[src/rtl/neo_instr_sender.sv]
// Splits a wide instruction into CHUNK_WIDTH chunks (LSB first); each goes out over a 4-phase req/ack handshake.
// 1 + 2*(SYNC_STAGES+1) cycles per chunk with a zero-delay ack; instr_ready stays low while busy or after a timeout.
module neo_instr_sender #(
  parameter int INSTR_WIDTH = 128,
  parameter int CHUNK_WIDTH = 32,
  parameter int SYNC_STAGES = 2,
  parameter int TIMEOUT_CYC = 1024
) (
  input  logic                                        clk,
  input  logic                                        rst,
  input  logic                                        instr_valid,
  input  logic [INSTR_WIDTH-1:0]                      instr_data,
  output logic                                        instr_ready,
  output logic                                        instruction_req,
  output logic [CHUNK_WIDTH-1:0]                      instruction_chunked,
  input  logic                                        instruction_ack,
  output logic                                        busy,
  output logic [$clog2(INSTR_WIDTH/CHUNK_WIDTH):0]    chunk_idx,
  output logic                                        timeout_err,
  input  logic                                        err_clr
);

  localparam int NUM_CHUNKS = INSTR_WIDTH / CHUNK_WIDTH;
  localparam int IDX_W      = $clog2(NUM_CHUNKS) + 1;
  localparam int CNT_W      = $clog2(TIMEOUT_CYC + 1);
  localparam logic [IDX_W-1:0] LAST_IDX = IDX_W'(NUM_CHUNKS - 1);
  localparam logic [CNT_W-1:0] CNT_MAX  = CNT_W'(TIMEOUT_CYC - 1);

  typedef enum logic [1:0] {IDLE, SETUP, REQ_HI, REQ_LO} state_t;

  state_t                   state, state_nxt;
  logic [SYNC_STAGES-1:0]   ack_sync;
  logic                     ack_s;
  logic [INSTR_WIDTH-1:0]   shreg;
  logic [CNT_W-1:0]         wait_cnt;
  logic                     accept, chunk_done, tmo_hit;

  always_ff @(posedge clk or negedge rst) begin
    if (!rst) ack_sync <= '0;
    else      ack_sync <= {ack_sync[SYNC_STAGES-2:0], instruction_ack};
  end
  assign ack_s = ack_sync[SYNC_STAGES-1];

  always_ff @(posedge clk or negedge rst) begin
    if (!rst) state <= IDLE;
    else      state <= state_nxt;
  end

  always_comb begin
    state_nxt       = state;
    accept          = 1'b0;
    chunk_done      = 1'b0;
    tmo_hit         = 1'b0;
    busy            = (state != IDLE);
    instruction_req = (state == REQ_HI);
    instr_ready     = ~busy & ~timeout_err;
    case (state)
      IDLE: begin
        if (instr_valid && instr_ready) begin
          accept    = 1'b1;
          state_nxt = SETUP;
        end
      end
      // A stale ack still high from the chip holds us here before raising req.
      SETUP: begin
        if (!ack_s)                   state_nxt = REQ_HI;
        else if (wait_cnt == CNT_MAX) tmo_hit   = 1'b1;
      end
      REQ_HI: begin
        if (ack_s)                    state_nxt = REQ_LO;
        else if (wait_cnt == CNT_MAX) tmo_hit   = 1'b1;
      end
      REQ_LO: begin
        if (!ack_s) begin
          chunk_done = 1'b1;
          state_nxt  = (chunk_idx == LAST_IDX) ? IDLE : SETUP;
        end else if (wait_cnt == CNT_MAX) begin
          tmo_hit = 1'b1;
        end
      end
      default: state_nxt = IDLE;
    endcase
    if (tmo_hit) state_nxt = IDLE;
  end

  // Restarts on every state entry so each wait gets the full budget.
  always_ff @(posedge clk or negedge rst) begin
    if (!rst)                                    wait_cnt <= '0;
    else if (state == IDLE || state_nxt != state) wait_cnt <= '0;
    else                                         wait_cnt <= wait_cnt + CNT_W'(1);
  end

  always_ff @(posedge clk or negedge rst) begin
    if (!rst) begin
      shreg               <= '0;
      instruction_chunked <= '0;
      chunk_idx           <= '0;
      timeout_err         <= 1'b0;
    end else begin
      if (accept) begin
        instruction_chunked <= instr_data[CHUNK_WIDTH-1:0];
        shreg               <= instr_data >> CHUNK_WIDTH;
        chunk_idx           <= '0;
      end else if (chunk_done && chunk_idx != LAST_IDX) begin
        instruction_chunked <= shreg[CHUNK_WIDTH-1:0];
        shreg               <= shreg >> CHUNK_WIDTH;
        chunk_idx           <= chunk_idx + IDX_W'(1);
      end else if (chunk_done || tmo_hit) begin
        chunk_idx <= '0;
      end

      if (tmo_hit)      timeout_err <= 1'b1;
      else if (err_clr) timeout_err <= 1'b0;
    end
  end

endmodule

[config.mk]
export PLATFORM = sky130hd
export DESIGN_NAME = neo_instr_sender
export DESIGN_NICKNAME = d
export VERILOG_FILES = /design/src/rtl/neo_instr_sender.sv
export SDC_FILE = /design/constraint.sdc
export NUM_CORES = 1
export LEC_CHECK = 0
export CAP_MARGIN = 20
export CORE_MARGIN = 2
export CORE_UTILIZATION = 48
export CTS_CLUSTER_SIZE = 12
export DETAILED_ROUTE_END_ITERATION = 16
export PLACE_DENSITY = 0.9
export SKIP_CTS_REPAIR_TIMING = 1
export SLEW_MARGIN = 20
export SYNTH_ARGS = -nofsm -noshare
export SYNTH_HDL_FRONTEND = slang
export SYNTH_SLANG_ARGS = --single-unit
[constraint.sdc]
create_clock -name clk -period 2 [get_ports clk]
set_input_delay 0.4 -clock clk [delete_from_list [all_inputs] [get_ports clk]]
set_output_delay 0.4 -clock clk [all_outputs]
set_load 0.01 [all_outputs]
==> results.toml <==
[outcome]
outcome = "finished clean"

[global_route]
grt_pass1_vias = 5171
grt-busiest-layer = "met2"
grtUsageMet3 = 0.0618
grt_util_met1 = 0.309
use_met2 = 0.399
antenna_found_initial = 0
grt.overflow.total = 0
grt_pass1_wl_um = 25100
grt_use_total = 0.244
grt_max_degree = 54

[synth]
synth_top_area_cell = "dfrtp_1"
ys_seq_area_frac = 0.609
async_flop_share = 1.00
synth_cells = 578
synthesis.area_sq_mm = 0.00604
ys_ff_latch = 147
synth_cell_types = 35
yosys_warnings = 0
syn_avg_cell_area_sq_um = 10.5
yosysTopAreaCellShare = 0.609
synth_edf_count = 0
syn_nets = 714
synth_ff_type = "dfrtp_1"
synth.top_cells.by_area = "dfrtp_1, nand2_1, a22oi_1"

[power]
switchingPower_mw = 4.20
p_per_area_mw_per_mm2 = 1440
internal_power_mw = 8.43
combPwrFrac = 0.366
power_leakage_nw = 4.16
clkPwrFrac = 0.237
irDropWorstVdd_uv = 904
p_seq_frac = 0.397
p_sw_frac = 0.333

[sta]
whs_ns = 0.363
fin_skew_ns = 0.00743
setup_tns_ns = 0
period_share = 0.975
finalHoldViolCount = 0
period_needed_ns = 1.95
finalSetupViolCount = 0
fmax_ghz = 0.513
worst_slew_pin_slew_ns = 0.556
maxSlewHeadroom = 0.628
drv_slew = 0

[clocking]
cts.reportedPaths.clkPinSlew_ns = 0.06
cts_tree = "yes"
clockRootBuffer = "clkbuf_16"
cts_sinks = 147
cts_inserted_buffers = 17
clk_latency_ns = 0.42
cts_buffer_depth = 2
htreeDepth = 4

[worst_setup_path]
worstPathMaxFanout = 6
ff2ff_path_depth = 7
cp-startpoint = "state[1]"
reg2reg_from = "chunk_idx[1]"
r2r_slack_ns = 0.06
cp-end-kind = "output pin"
criticalPathCategory = "register to output pin"
crit_end = "busy"
cp.required_ns = 1.60
arrival_ns = 1.55
startpoint_type = "register"
r2r_end = "shreg[66]"

[final_layout]
multi_input_area_sq_mm = 0.00221
regArea_sq_mm = 0.00368
instances_no_fill = 938
n_fill_cell = 838
fin_nets = 894
syn_to_final_growth_pct = 45.7
drive_gt1_frac = 0.0883
antennaDiodeCount = 0

[floorplanning]
num_rows = 40
die_h_um = 116
io_pins = 172
dieArea_sq_mm = 0.0135
core_sq_mm = 0.0122
die_w_um = 116
start_util = 0.497

[flow_run]
maxCapViolations = 0

[detailed_routing]
drcViolationCount = 0
via_per_inst = 5.57
routed_wl_um = 16500
num_vias = 5226
ant_nets = 0
drt_pass1_iterations = 6
wl_per_cell_um = 17.6
drt_iter0_drc = 523

[hold_path]
hp-class = "register to register"

[place]
dp.cells = 898
portBuffers = 171
dp_hpwl_um = 11000
globalplace.congestion = 0.825
## worst max-delay path, stage by stage, from the launching register on
cell            delay (ns)
dfrtp_2               0.45
buf_4                 0.17
or2_2                 0.31
dlymetal6s2s_1        0.19
## through the flow
step | total power [mW] | cell area (sq um) | worst slack [ns] | util
finish | 12.6 | 8800 | 0.0504 | 0.724
global route | 13.4 | 8800 | -0.00488 | 0.724
CTS | 12.4 | 8620 | -0.311 | 0.709
detailed placement | 9.29 | 8080 | 0.0430 | 0.664
global placement | 9.02 | 8080 | 0.0877 | 0.664
floorplan | 7.29 | 6040 | 0.130 | -
## placed cells by master, fill, tap and decap left out, types with 2 or more instances in the layout
cell type and n:
a21oi_1 3, a22o_1 31, a22oi_1 95, buf_12 12, buf_4 15, buf_6 2, bufinv_16 2, clkbuf_1 7
clkbuf_16 19, clkdlybuf4s50_1 167, clkinv_2 4, dfrtp_1 145, dfrtp_2 2, dlymetal6s2s_1 3, inv_1 2, nand2_1 203
nand3_1 3, nand4_1 3, nor2_1 14, nor2b_1 3, o21ai_0 2, o22ai_1 2, xnor2_1 4, xor2_1 5
## metal layers
layer	routed length [um]	share of wire	vias to the layer above
li1	-	-	2390
met1	6580	0.40	2572
met2	8390	0.51	232
met3	1150	0.069	32
met4	417	0.025	0
met5	0	0	-
## state kept, by name, indices dropped and copies added (netlist names)
| signal | flops |
|---|---|
| timeout_err | 1 |
| state | 2 |
| chunk_idx | 3 |
| ack_sync | 2 |
| wait_cnt | 11 |
| shreg | 96 |
| instruction_chunked | 32 |
## worst min-delay path by stage
stage             endpoint         from  slack [ns]  depth (start not counted)
2_1_floorplan  ack_sync[0]          rst        0.10                          0
3_3_place_gp     shreg[81]          rst        0.33                          1
3_5_place_dp     shreg[82]          rst        0.34                          1
4_1_cts          shreg[49]          rst       -0.11                          1
5_1_grt        ack_sync[1]  ack_sync[0]        0.38                          0
6_report       ack_sync[1]  ack_sync[0]        0.36                          0
## cells in the mapped netlist, drive strengths merged (2+ instances only)
library cell and count:
nor2b 3, a22o 31, a22oi 95, xnor2 4
nand3 3, a31oi 2, dfrtp 147, o22ai 2
a21oi 3, xor2 5, ha 3, and4 2
clkbuf 13, buf 28, nand2 203, nor2 16
inv 2, nand4 3, o21ai 2
## logic make-up after synthesis
group / share of synthesized area
flip-flops: 0.609
AND/OR/NAND/NOR: 0.161
AO/OA/AOI/OAI: 0.178
XOR/XNOR: 0.0130
adder cells (fa/ha/maj): 0.00621
buffers and inverters: 0.0335
## cell type report
class | count | area share
sequential | 147 | 0.418
tap | 168 | 0.0239
clock inverter | 6 | 0.00910
timing repair buffer | 202 | 0.244
clock buffer | 25 | 0.0529
multi-input combinational | 388 | 0.252
inverter | 2 | 0.000853
## power groups by stage
stage                     logic (mW)  registers (mW)  clock network, mW
after floorplan                 2.35            4.94                  0
after global placement          4.08            4.94                  0
after detailed placement        4.27            5.02                  0
after CTS                       4.35            4.98               3.03
after global routing            5.10            5.15               3.15
final                           4.62            5.02               3.00
Power figures use the tool's default switching activity.
